### config.mk
export PLATFORM = sky130hd
export DESIGN_NAME = fifo_status_ctrl
export DESIGN_NICKNAME = d
export VERILOG_FILES = /design/src/rtl/fifo_pkg.sv /design/src/rtl/wrap_ptr.sv /design/src/rtl/fifo_status_ctrl.sv
export SDC_FILE = /design/constraint.sdc
export NUM_CORES = 1
export LEC_CHECK = 0
export ABC_AREA = 1
export BUFFER_PORTS_ARGS = -buffer_cell sky130_fd_sc_hd__buf_4
export CAP_MARGIN = 15
export CELL_PAD_IN_SITES_DETAIL_PLACEMENT = 1
export CELL_PAD_IN_SITES_GLOBAL_PLACEMENT = 1
export CORE_AREA = 2 2 47 70
export DETAILED_ROUTE_END_ITERATION = 8
export DIE_AREA = 0 0 49 72
export PLACE_DENSITY_LB_ADDON = 0.1
export SETUP_SLACK_MARGIN = 0.5
export SYNTH_ARGS = -nofsm -noshare
export SYNTH_HDL_FRONTEND = slang
export SYNTH_SLANG_ARGS = --single-unit
### constraint.sdc
create_clock -name clk -period 4.5 [get_ports clk]
set_input_delay 0 -clock clk [delete_from_list [all_inputs] [get_ports clk]]
set_output_delay 0 -clock clk [all_outputs]
set_load 0.02 [all_outputs]
### src/rtl/fifo_pkg.sv
`default_nettype none
// =====================================================================
// fifo_pkg : sizing helper and status bundle shared by the FIFO blocks
// Rev 1.0
// =====================================================================
package fifo_pkg;

  // Address width never drops below one bit, even for tiny depths.
  function automatic int clog2_min1(input int n);
    return ($clog2(n) < 1) ? 1 : $clog2(n);
  endfunction

  typedef struct packed {
    logic full;
    logic empty;
    logic almost_full;
    logic almost_empty;
    logic overflow;
    logic underflow;
  } fifo_status_t;

endpackage
`default_nettype wire

### src/rtl/wrap_ptr.sv
`default_nettype none
// =====================================================================
// wrap_ptr : address pointer that wraps DEPTH-1 -> 0 at any depth
// Rev 1.0
// =====================================================================
module wrap_ptr
  import fifo_pkg::*;
#(
  parameter  int DEPTH = 32,
  localparam int AW    = clog2_min1(DEPTH)
) (
  input  logic          clk,
  input  logic          rst,
  input  logic          inc,
  output logic [AW-1:0] ptr
);

  localparam logic [AW-1:0] c_LAST = AW'(DEPTH - 1);

  logic [AW-1:0] r_ptr;

  // Explicit compare so non-power-of-two depths wrap correctly.
  always_ff @(posedge clk or posedge rst) begin
    if (rst) begin
      r_ptr <= '0;
    end else if (inc) begin
      r_ptr <= (r_ptr == c_LAST) ? '0 : r_ptr + 1'b1;
    end
  end

  assign ptr = r_ptr;

endmodule
`default_nettype wire

### src/rtl/fifo_status_ctrl.sv
`default_nettype none
// =====================================================================
// fifo_status_ctrl : FIFO pointers, occupancy count and status flags
// Rev 1.0
// =====================================================================
module fifo_status_ctrl
  import fifo_pkg::*;
#(
  parameter  int DEPTH    = 32,
  parameter  int AF_LEVEL = DEPTH - 4,
  parameter  int AE_LEVEL = 4,
  localparam int AW       = clog2_min1(DEPTH),
  localparam int CW       = clog2_min1(DEPTH + 1)
) (
  input  logic          clk,
  input  logic          rst,
  input  logic          wr,
  input  logic          rd,
  input  logic          clr_err,
  output logic          wr_en,
  output logic          rd_en,
  output logic [AW-1:0] wr_addr,
  output logic [AW-1:0] rd_addr,
  output logic [CW-1:0] count,
  output logic          full,
  output logic          empty,
  output logic          almost_full,
  output logic          almost_empty,
  output logic          overflow,
  output logic          underflow
);

  if (DEPTH < 2 || DEPTH > 1024 || AE_LEVEL < 0 ||
      !(AE_LEVEL < AF_LEVEL && AF_LEVEL <= DEPTH)) begin : g_bad_params
    $fatal(1, "fifo_status_ctrl: illegal DEPTH/AF_LEVEL/AE_LEVEL combination");
  end

  localparam logic [CW-1:0] c_DEPTH = CW'(DEPTH);
  localparam logic [CW-1:0] c_AF    = CW'(AF_LEVEL);
  localparam logic [CW-1:0] c_AE    = CW'(AE_LEVEL);

  logic [CW-1:0] r_count;
  logic          r_overflow;
  logic          r_underflow;
  logic          w_wr_en;
  logic          w_rd_en;
  fifo_status_t  w_status;

  // Flags decode only the registered count: no input-to-flag path.
  assign w_status.full         = (r_count == c_DEPTH);
  assign w_status.empty        = (r_count == '0);
  assign w_status.almost_full  = (r_count >= c_AF);
  assign w_status.almost_empty = (r_count <= c_AE);
  assign w_status.overflow     = r_overflow;
  assign w_status.underflow    = r_underflow;

  assign w_wr_en = wr & ~w_status.full;
  assign w_rd_en = rd & ~w_status.empty;

  wrap_ptr #(.DEPTH(DEPTH)) u_wr_ptr (
    .clk (clk),
    .rst (rst),
    .inc (w_wr_en),
    .ptr (wr_addr)
  );

  wrap_ptr #(.DEPTH(DEPTH)) u_rd_ptr (
    .clk (clk),
    .rst (rst),
    .inc (w_rd_en),
    .ptr (rd_addr)
  );

  always_ff @(posedge clk or posedge rst) begin
    if (rst) begin
      r_count <= '0;
    end else begin
      case ({w_wr_en, w_rd_en})
        2'b10:   r_count <= r_count + 1'b1;
        2'b01:   r_count <= r_count - 1'b1;
        default: r_count <= r_count;
      endcase
    end
  end

  // Set has priority over clear when both happen in one cycle.
  always_ff @(posedge clk or posedge rst) begin
    if (rst) begin
      r_overflow  <= 1'b0;
      r_underflow <= 1'b0;
    end else begin
      r_overflow  <= (wr & w_status.full)  | (r_overflow  & ~clr_err);
      r_underflow <= (rd & w_status.empty) | (r_underflow & ~clr_err);
    end
  end

  assign wr_en        = w_wr_en;
  assign rd_en        = w_rd_en;
  assign count        = r_count;
  assign full         = w_status.full;
  assign empty        = w_status.empty;
  assign almost_full  = w_status.almost_full;
  assign almost_empty = w_status.almost_empty;
  assign overflow     = w_status.overflow;
  assign underflow    = w_status.underflow;

endmodule
`default_nettype wire

==> metrics, run 1 <==
outcome finished, final reports clean; crit path time final 2.30 ns; area fraction in compound gates after synthesis 9.79%; post-synth top area cell dfrtp_1; Total Routing Usage GR 18.5%; asr flop ratio synth 100%; P_leak 0.792 nW; r2r setup slk 2.20 ns; count leader, synth nand2_1; CTS buffer count 3; routability congestion estimate 0.777; Worst Path Buf+Inv 2; synth unique cells 25; area share of fa/ha/maj cells after synthesis 11.8%; core area 0.00291 mm²; Max Fclk 434 MHz; Max FO, Critical Path 7; RSZ-0062 raised after global routing no; fillers 393; H-tree levels 1; Initial Utilization 38.6%; Die X 49 µm; WL/cell 14.1 µm; CP Class flip-flop to flip-flop; Root Driver clkbuf_8; xor/xnor share of the synthesized area 3.11%; Internal 543 µW; largest net degree at the start of global routing 19; Largest stage delay, worst path 0.46 ns; clk buf depth 2; CP Launch Type flip-flop; multi-input logic area 571 µm²; number of global-route vias before repair 1053; max-slew violations 0; num ports 29; Ant. Diodes 0; PortBufs 28; DR DRC count 0; initial antenna violation count 0; RR Startpoint count[3]$_DFFE_PP0P_; mux contribution to synthesized area 0.890%; Post-Syn Nets 154; Main synth FF type dfrtp_1; Gate power share 55.8%; die area 0.00353 mm²; Via Count 1025; measured slew at the worst slew-check pin 0.718 ns; final hold vios 0; share of the synthesized area in the top cell type 40.0%; drt initial violations 13; first-pass GRT wire length 4.93 mm; Worst IR Drop VDD 0.344 mV; CTS tree done; die boundary height 72 µm; Reg area 450 µm²; worst-path cell chain nor2_2, nand4_2, nand2_4, ha_1, inv_1, fa_1, inv_1, nand3_1, nand3_1, nand2_1, o21a_1; EDFF count, synth 0; number of setup buffers added after CTS 0; dpl hpwl 2.37 mm; setup violators final 0; worst skew pair latency 0.25 ns; Syn. warnings 0; largest family of logic cells by synthesized area simple AND/OR/NAND/NOR gates; Worst EP arrival 2.45 ns; PwrDens 705 mW/mm²; row count 24; leading post-synthesis cells by cell area dfrtp_1 40%, nand2_1 12%, ha_1 10%, inv_1 7.7%, nand3_1 4.0%; Overflow after GRT 0; clk slew on worst S/H paths 0.07 ns; CTS resizes 0; Antenna Nets Post-Route 0; sequential share of power 31.2%; mean post-synth cell area 8.09 µm²; worst hold start wr; DR pass1 iterations 4; P&R area growth vs syn 31.0%; layout cells sized above 1 25.9%; drt via density 4.81; Worst Clk Skew 0.00131 ns; worst setup margin 2.20 ns; Post-Route WL 3.00 mm; P_sw 496 µW; cts hold-fix bufs 4; CP max-delay cell dfrtp_1; Final TNS setup 0 ns; MaxCap Viol Count 0; Worst setup EP type flip-flop; NumNets Final 190; Hold Crit Class input pin to flip-flop; Post-synth top cells 35 x nand2_1, 23 x inv_1, 18 x dfrtp_1, 9 x ha_1, 9 x nand3_1; crit path launch count[3]$_DFFE_PP0P_; # clock sinks 18; Seq/Total Area, Yosys 40.0%; Max-slew headroom 52.1%; power share of the clock group 13.0%; post-place setup slack 2.23 ns; #FFs+latches synth 18; Sw Share 47.7%; Cells after Synth 139; post-synthesis simple-gate area fraction 25.1%; post-synthesis instance area 0.00112 mm²; CP required 4.65 ns; final period utilization 51.2%; Worst path top cell family by delay simple AND/OR/NAND/NOR gates
==> power by group through the flow <==
| stage | sequential (mW) | clock (mW) | combinational [mW] |
|---|---|---|---|
| 2_1_floorplan | 0.389 | 0 | 0.290 |
| 3_3_place_gp | 0.323 | 0 | 0.565 |
| 3_5_place_dp | 0.327 | 0 | 0.583 |
| 4_1_cts | 0.326 | 0.138 | 0.589 |
| 5_1_grt | 0.335 | 0.144 | 0.645 |
| 6_report | 0.325 | 0.135 | 0.580 |
==> through the flow <==
step / cells / cell area, µm² / hold slack, ns / power [mW] / utilization (%)
3_5_place_dp: 205 / 1380 / 0.166 / 0.910 / 47.3
6_report: 213 / 1470 / 0.0740 / 1.04 / 50.6
4_1_cts: 213 / 1470 / 0.0754 / 1.05 / 50.6
5_1_grt: 213 / 1470 / 0.0794 / 1.12 / 50.6
3_3_place_gp: 205 / 1380 / 0.158 / 0.889 / 47.3
2_1_floorplan: 139 / 1120 / -0.0614 / 0.678 / -
==> flip-flops by register name (all words and copies together), names as in the netlist <==
register,count
overflow,1
count,6
u_rd_ptr.ptr,5
u_wr_ptr.ptr,5
underflow,1
==> area by class of cell <==
| class | instances | share of cell area, % |
|---|---|---|
| clock buffer | 4 | 3.74 |
| sequential | 18 | 30.6 |
| tap | 39 | 3.31 |
| timing repair buffer | 32 | 17.0 |
| multi-input combinational | 95 | 38.7 |
| inverter | 25 | 6.71 |
==> worst paths after layout <==
check | end | depth (start not counted)
max in group asynchronous | u_rd_ptr.ptr[1]$_DFFE_PP0P_ | 3
worst max register to register | count[4]$_DFFE_PP0P_ | 11
worst min register to register | u_rd_ptr.ptr[4]$_DFFE_PP0P_ | 2
min in group asynchronous | u_wr_ptr.ptr[0]$_DFFE_PP0P_ | 3
worst min-delay path | u_wr_ptr.ptr[4]$_DFFE_PP0P_ | 4
worst max-delay path | count[4]$_DFFE_PP0P_ | 11
==> worst reg2reg max path: stages (launching register included) <==
cell and delay (ns):
dfrtp_1 0.46, nor2_2 0.19, nand4_2 0.16, nand2_4 0.15, ha_1 0.30, inv_1 0.09
fa_1 0.36, inv_1 0.09, nand3_1 0.10, nand3_1 0.10, nand2_1 0.05, o21a_1 0.16
==> routing by layer <==
layer / vias up / routed length (µm) / GRT usage (%)
li1: 509 / - / -
met3: 4 / 49 / 1.85
met2: 18 / 1740 / 37.7
met4: 0 / 74 / 8.89
met5: - / 0 / 0
met1: 494 / 1130 / 18.1
==> cell families after synthesis <==
| logic type | Yosys count |
|---|---|
| AND/OR/NAND/NOR | 60 |
| XOR/XNOR | 4 |
| AO/OA/AOI/OAI | 20 |
| adder cells (fa/ha/maj) | 10 |
| flip-flops | 18 |
| buffers and inverters | 26 |
| multiplexers | 1 |
==> cell usage in the layout, fill, tap and decap left out, types with 2 or more instances in the layout <==
cell type      Yosys  layout
nand2_2            2       2
nand2_1           35      35
dfrtp_1           18      18
nor2_1             5       5
nor2_2             3       3
a21oi_1            8       8
dlygate4sd3_1      0       4
ha_1               9       9
nand3_1            9       9
xor2_1             2       2
o21ai_0            8       8
clkbuf_8           0       4
nand2_4            2       2
xnor2_1            2       2
inv_1             23      23
inv_4              2       2
buf_4              0      28
Power figures use the tool's default switching activity.
==> run 2, diff against run 1 <==
- ABC_AREA: 1 -> 0
- CORE_AREA: 2 2 47 70 -> 2 2 50 75
- DIE_AREA: 0 0 49 72 -> 0 0 52 77
- clock period: 4.5 -> 2.11 ns (I/O delays scaled with it)
==> metrics, run 2 <==
final period utilization 124% (+73 points); PwrDens 1510 mW/mm² (+110%); Total Routing Usage GR 19.6% (+1.1 points); row count 26 (+8.3%); Max FO, Critical Path 6 (-1); Util after Layout 58.6% (+8.0 points); number of global-route vias before repair 1226 (+16%); Initial Utilization 33.5% (-5.1 points); crit path time final 2.62 ns (+0.320 ns); Post-Syn Nets 127 (-18%); Final Instance Count excl. Fillers 222 (+4.2%); largest net degree at the start of global routing 19 (unchanged); worst setup margin -0.514 ns (-2.71 ns); failing checks negative setup slack; Main synth FF type dfrtp_1; post-synthesis instance area 0.00112 mm² (-0.11%); DR DRC count 0 (unchanged); clk slew on worst S/H paths 0.07 ns (about the same); Worst Clk Skew 0.00396 ns (+0.00265 ns); P&R area growth vs syn 74.8%; Cells after Synth 112 (-19%); drt via density 5.10 (+6.1%); drt initial violations 11 (-2); EDFF count, synth 0 (unchanged); commonest non-fill, non-tap cells in the layout 50 x buf_4, 15 x dfrtp_1, 11 x buf_6; MaxCap Viol Count 0 (unchanged); leading post-synthesis cells by cell area dfrtp_1 40%, ha_1 10%, o21ai_0 5.3%, o31ai_4 3.8%, inv_1 3.3%; Worst IR Drop VDD 0.708 mV (+110%); commonest non-fill, non-tap cell in the layout buf_4; Tot Pwr 2.97 mW (+190%); clk buf depth 2 (unchanged); measured slew at the worst slew-check pin 0.719 ns (+0.000936 ns); P_leak 0.881 nW (+11%); Ant. Diodes 0 (unchanged); Seq/Total Area, Yosys 40.1% (+0.045 points); #FFs+latches synth 18 (unchanged); CTS tree done; core area 0.00335 mm² (+15%); asr flop ratio synth 100% (unchanged); layout cells sized above 1 57.8% (+32 points); share of the synthesized area in the top cell type 40.1% (+0.045 points); die area 0.00400 mm² (+13%); num ports 29 (unchanged); dpl hpwl 2.63 mm (+11%); setup violators final 5 (+5); CP Launch Type flip-flop; DR pass1 iterations 4 (unchanged); Die X 52 µm (+6.1%); post-place setup slack -0.621 ns (-2.85 ns); Via Count 1133 (+11%); finished layout cell area 0.00196 mm² (+33%); CP required 2.28 ns (-2.37 ns); Antenna Nets Post-Route 0 (unchanged); NumNets Final 196 (+3.2%); Max-slew headroom 52.0% (-0.062 points); placed inst area 0.00163 mm² (+18%); Hold Crit Class input pin to flip-flop; Syn. warnings 0 (unchanged); Worst EP arrival 2.80 ns (+0.35 ns); dpl cells 203 (-0.98%); Overflow after GRT 0 (unchanged); H-tree levels 1 (unchanged); routability congestion estimate 0.815 (+4.9%); Root Driver clkbuf_8; post-synth top area cell dfrtp_1; CTS buffer count 3 (unchanged); final hold vios 0 (unchanged); count leader, synth dfrtp_1; WL/cell 16.4 µm (+16%); worst skew pair latency 0.26 ns (about the same); Post-synth top cells 18 x dfrtp_1, 12 x o21ai_0, 10 x inv_1, 10 x nand2_1, 9 x ha_1; initial antenna violation count 0 (unchanged); Max Fclk 381 MHz (-12%); max reg flops 6 (unchanged); synth unique cells 36 (+44%); die boundary height 77 µm (+6.9%); outcome complete, but fails checks; Worst setup EP type flip-flop; PortBufs 28 (unchanged); Post-Route WL 3.65 mm (+21%); first-pass GRT wire length 5.82 mm (+18%); max-slew violations 0 (unchanged); # clock sinks 18 (unchanged); CP Class flip-flop to flip-flop; mean post-synth cell area 10.0 µm² (+24%); RSZ-0062 raised after global routing yes
-- run 2: cell types whose count changed after synthesis, moves of 3 or more --
cell     previous run  this run
nand2_1            35        10
inv_1              23        10
a21oi_1             8         2
nand3_1             9         3
nor2b_1             0         5
o21ai_0             8        12
mux2_2              0         3
nor2_2              3         0
-- run 2: worst paths after layout --
check	from	endpoint	slack, ns	cells past startpoint
worst max-delay path	count[4]$_DFFE_PP0P_	count[5]$_DFFE_PP0P_	-0.51	8
worst min-delay path	wr	overflow$_DFF_PP0_	0.01	3
worst max register to register	count[4]$_DFFE_PP0P_	count[5]$_DFFE_PP0P_	-0.51	8
worst min register to register	underflow$_DFF_PP0_	underflow$_DFF_PP0_	0.54	2
max in group asynchronous	rst	u_wr_ptr.ptr[0]$_DFFE_PP0P_	1.19	3
min in group asynchronous	rst	u_rd_ptr.ptr[2]$_DFFE_PP0P_	0.43	3
-- run 2: critical path: stages, from the launching register on --
cell	delay [ns]
dfrtp_2	0.40
or4_4	0.58
o31ai_4	0.26
ha_4	0.26
ha_4	0.23
o211ai_1	0.33
or3b_4	0.20
nand4_1	0.09
a221oi_2	0.18
-- run 2: cell type report --
| cell class | count | area [µm²] |
|---|---|---|
| fillers | 371 | 1390 |
| clock buffers | 4 | 55.1 |
| repair buffers | 66 | 559 |
| flip-flops and latches | 18 | 454 |
| inverters | 10 | 40.0 |
| multi-input cells | 82 | 803 |
| well taps | 42 | 52.6 |
-- run 2: metal layers --
| metal | vias to the layer above | GRT usage (%) | part of all wire, % |
|---|---|---|---|
| met4 | 0 | 11.1 | 2.7 |
| met5 | - | 0 | 0 |
| met3 | 5 | 1.17 | 2.3 |
| li1 | 539 | - | - |
| met2 | 24 | 37.2 | 57 |
| met1 | 565 | 19.8 | 38 |
-- run 2: logic make-up after synthesis --
group	after synthesis	synth area share, %
adder cells (fa/ha/maj)	10	11.8
multiplexers	3	3.01
XOR/XNOR	3	2.34
flip-flops	18	40.1
AND/OR/NAND/NOR	38	19.0
AO/OA/AOI/OAI	28	19.0
buffers and inverters	12	4.68
-- run 2: power breakdown --
part	total, mW	switching (mW)	internal [mW]
clock	0.291	0.124	0.166
sequential	0.702	0.193	0.510
combinational	1.98	0.989	0.990
-- run 2: stage by stage --
stage	setup TNS [ns]	hold slack, ns
6_report	-1.90	0.0129
5_1_grt	-2.47	0.0150
4_1_cts	-2.02	0.0128
3_5_place_dp	-2.29	0.166
3_3_place_gp	-2.08	0.146
2_1_floorplan	-3.10	-0.0616
-- run 2: timing repair --
item | CTS | global route
hold buffers | 3 | 0
pin swaps | 9 | 3
endpoints found under the hold margin | 20 | 0
resized for setup | 33 | 10
cloned | 1 | 0
endpoints found under the setup margin | 22 | 21
buffers inserted | 8 | 3
==> run 3, diff against run 2 <==
- CORE_AREA: 2 2 50 75 -> 2 2 46 69
- DIE_AREA: 0 0 52 77 -> 0 0 48 71
- clock period: 2.11 -> 3.2 ns (I/O delays scaled with it)
==> metrics, run 3 (synthesis results as in run 2) <==
outcome finished, final reports clean; Worst setup EP type flip-flop; Final TNS setup 0 ns (+1.90 ns); CP required 3.33 ns (+1.05 ns); final hold vios 0 (unchanged); commonest non-fill, non-tap cell in the layout buf_4; measured slew at the worst slew-check pin 0.710 ns (-0.00913 ns); MaxCap Viol Count 0 (unchanged); P_leak 0.687 nW (-22%); Final Instance Count excl. Fillers 188 (-15%); row count 24 (-7.7%); max-slew violations 0 (unchanged); dpl cells 179 (-12%); Worst EP arrival 2.78 ns (-0.02 ns); initial antenna violation count 0 (unchanged); Max-slew headroom 52.6% (+0.61 points); H-tree levels 1 (unchanged); Max Fclk 378 MHz (-0.86%); max reg flops 6 (unchanged); Post-Route WL 3.02 mm (-17%); number of global-route vias before repair 1060 (-14%); WL/cell 16.1 µm (-2.2%); CP max-delay cell or4_4; final period utilization 82.7% (-42 points); drt via density 5.29 (+3.7%); DR pass1 iterations 4 (unchanged); Largest stage delay, worst path 0.59 ns (about the same); Total Routing Usage GR 20.8% (+1.2 points); DR DRC count 0 (unchanged); largest net degree at the start of global routing 19 (unchanged); worst skew pair latency 0.25 ns (about the same); commonest non-fill, non-tap cells in the layout 33 x buf_4, 15 x dfrtp_1, 12 x o21ai_0; Hold Crit Class input pin to flip-flop; crit path time final 2.65 ns (+0.0227 ns); PortBufs 28 (unchanged); Die X 48 µm (-7.7%); Overflow after GRT 0 (unchanged); worst-path cell chain or4_4, o31ai_4, ha_4, inv_1, fa_1, nor2b_1, o21ai_0, a21boi_0, o31ai_1; Antenna Nets Post-Route 0 (unchanged); routability congestion estimate 0.739 (-9.3%); PwrDens 1050 mW/mm² (-31%); # clock sinks 18 (unchanged); Worst Clk Skew 0.00640 ns (+0.00244 ns); Worst IR Drop VDD 0.462 mV (-35%); Max FO, Critical Path 8 (+2); Initial Utilization 39.4% (+5.9 points); clk buf depth 2 (unchanged); die boundary height 71 µm (-7.8%); core area 0.00285 mm² (-15%); Via Count 995 (-12%); Ant. Diodes 0 (unchanged); first-pass GRT wire length 5.13 mm (-12%); clk slew on worst S/H paths 0.07 ns (about the same); drt initial violations 13 (+2); RSZ-0062 raised after global routing yes; dpl hpwl 2.26 mm (-14%); Root Driver clkbuf_8; setup violators final 0 (-5); P&R area growth vs syn 39.2%; NumNets Final 166 (-15%); CTS buffer count 3 (unchanged); CP Class flip-flop to flip-flop; num ports 29 (unchanged); CTS tree done; layout cells sized above 1 38.9% (-19 points); die area 0.00341 mm² (-15%); CP Launch Type flip-flop
run 3: changes by cell type in the layout (fill, tap and decap cells not counted), sizes merged:
cell	change
clkbuf	-1
buf	-30
run 3: final cells by class:
| cell class | count | area (µm²) |
|---|---|---|
| Clock buffer | 3 | 41.3 |
| Fill cell | 331 | 1290 |
| Inverter | 10 | 37.5 |
| Multi-Input combinational cell | 82 | 704 |
| Sequential cell | 18 | 454 |
| Tap cell | 39 | 48.8 |
| Timing Repair Buffer | 36 | 278 |
run 3: worst max-delay path, delay by kind of cell (launching register included):
kind / cells / cell delay [ns]
adder cells (fa/ha/maj): 2 / 0.68
AO/OA/AOI/OAI: 4 / 0.66
flip-flops: 1 / 0.41
buffers and inverters: 1 / 0.09
AND/OR/NAND/NOR: 2 / 0.71
run 3: final timing paths:
path | cells past startpoint | from | endpoint | slack (ns)
min | 3 | wr | overflow$_DFF_PP0_ | 0.0009
max reg2reg | 9 | count[0]$_DFFE_PP0P_ | count[4]$_DFFE_PP0P_ | 0.55
min reg2reg | 2 | u_rd_ptr.ptr[1]$_DFFE_PP0P_ | u_rd_ptr.ptr[1]$_DFFE_PP0P_ | 0.54
min in group asynchronous | 3 | rst | u_rd_ptr.ptr[2]$_DFFE_PP0P_ | 0.43
max in group asynchronous | 3 | rst | count[0]$_DFFE_PP0P_ | 2.27
max | 9 | count[0]$_DFFE_PP0P_ | count[4]$_DFFE_PP0P_ | 0.55
run 3: metrics by stage:
step | hold WS, ns | util, % | setup slack (ns) | power, mW | cell area [µm²]
floorplan | -0.0616 | - | 0.295 | 1.07 | 1200
detailed placement | 0.160 | 51.0 | 0.356 | 1.43 | 1460
global route | 0.0146 | 54.8 | 0.409 | 1.78 | 1560
finish | 0.000944 | 54.8 | 0.553 | 1.64 | 1560
CTS | 0.00306 | 54.8 | 0.515 | 1.65 | 1560
global placement | 0.151 | 51.0 | 0.465 | 1.38 | 1460
run 3: timing repair:
item	CTS	global route
hold buffers	3	0
hold endpoints to repair	20	0
setup buffers	3	0
resized for setup	3	0
pin swaps	3	2
endpoints found under the setup margin	2	2
run 3: metal layers:
layer	up-vias	wire length (µm)	global-route usage (%)
li1	479	-	-
met5	-	0	0
met4	0	41	8.11
met3	2	82	0.765
met2	22	1720	36.6
met1	492	1170	24.8
run 3: power breakdown:
group | total, mW | switching [mW] | leakage, nW | internal (mW)
clock network | 0.153 | 0.0699 | 0.0216 | 0.0834
logic | 1.01 | 0.536 | 0.453 | 0.476
registers | 0.476 | 0.140 | 0.212 | 0.336
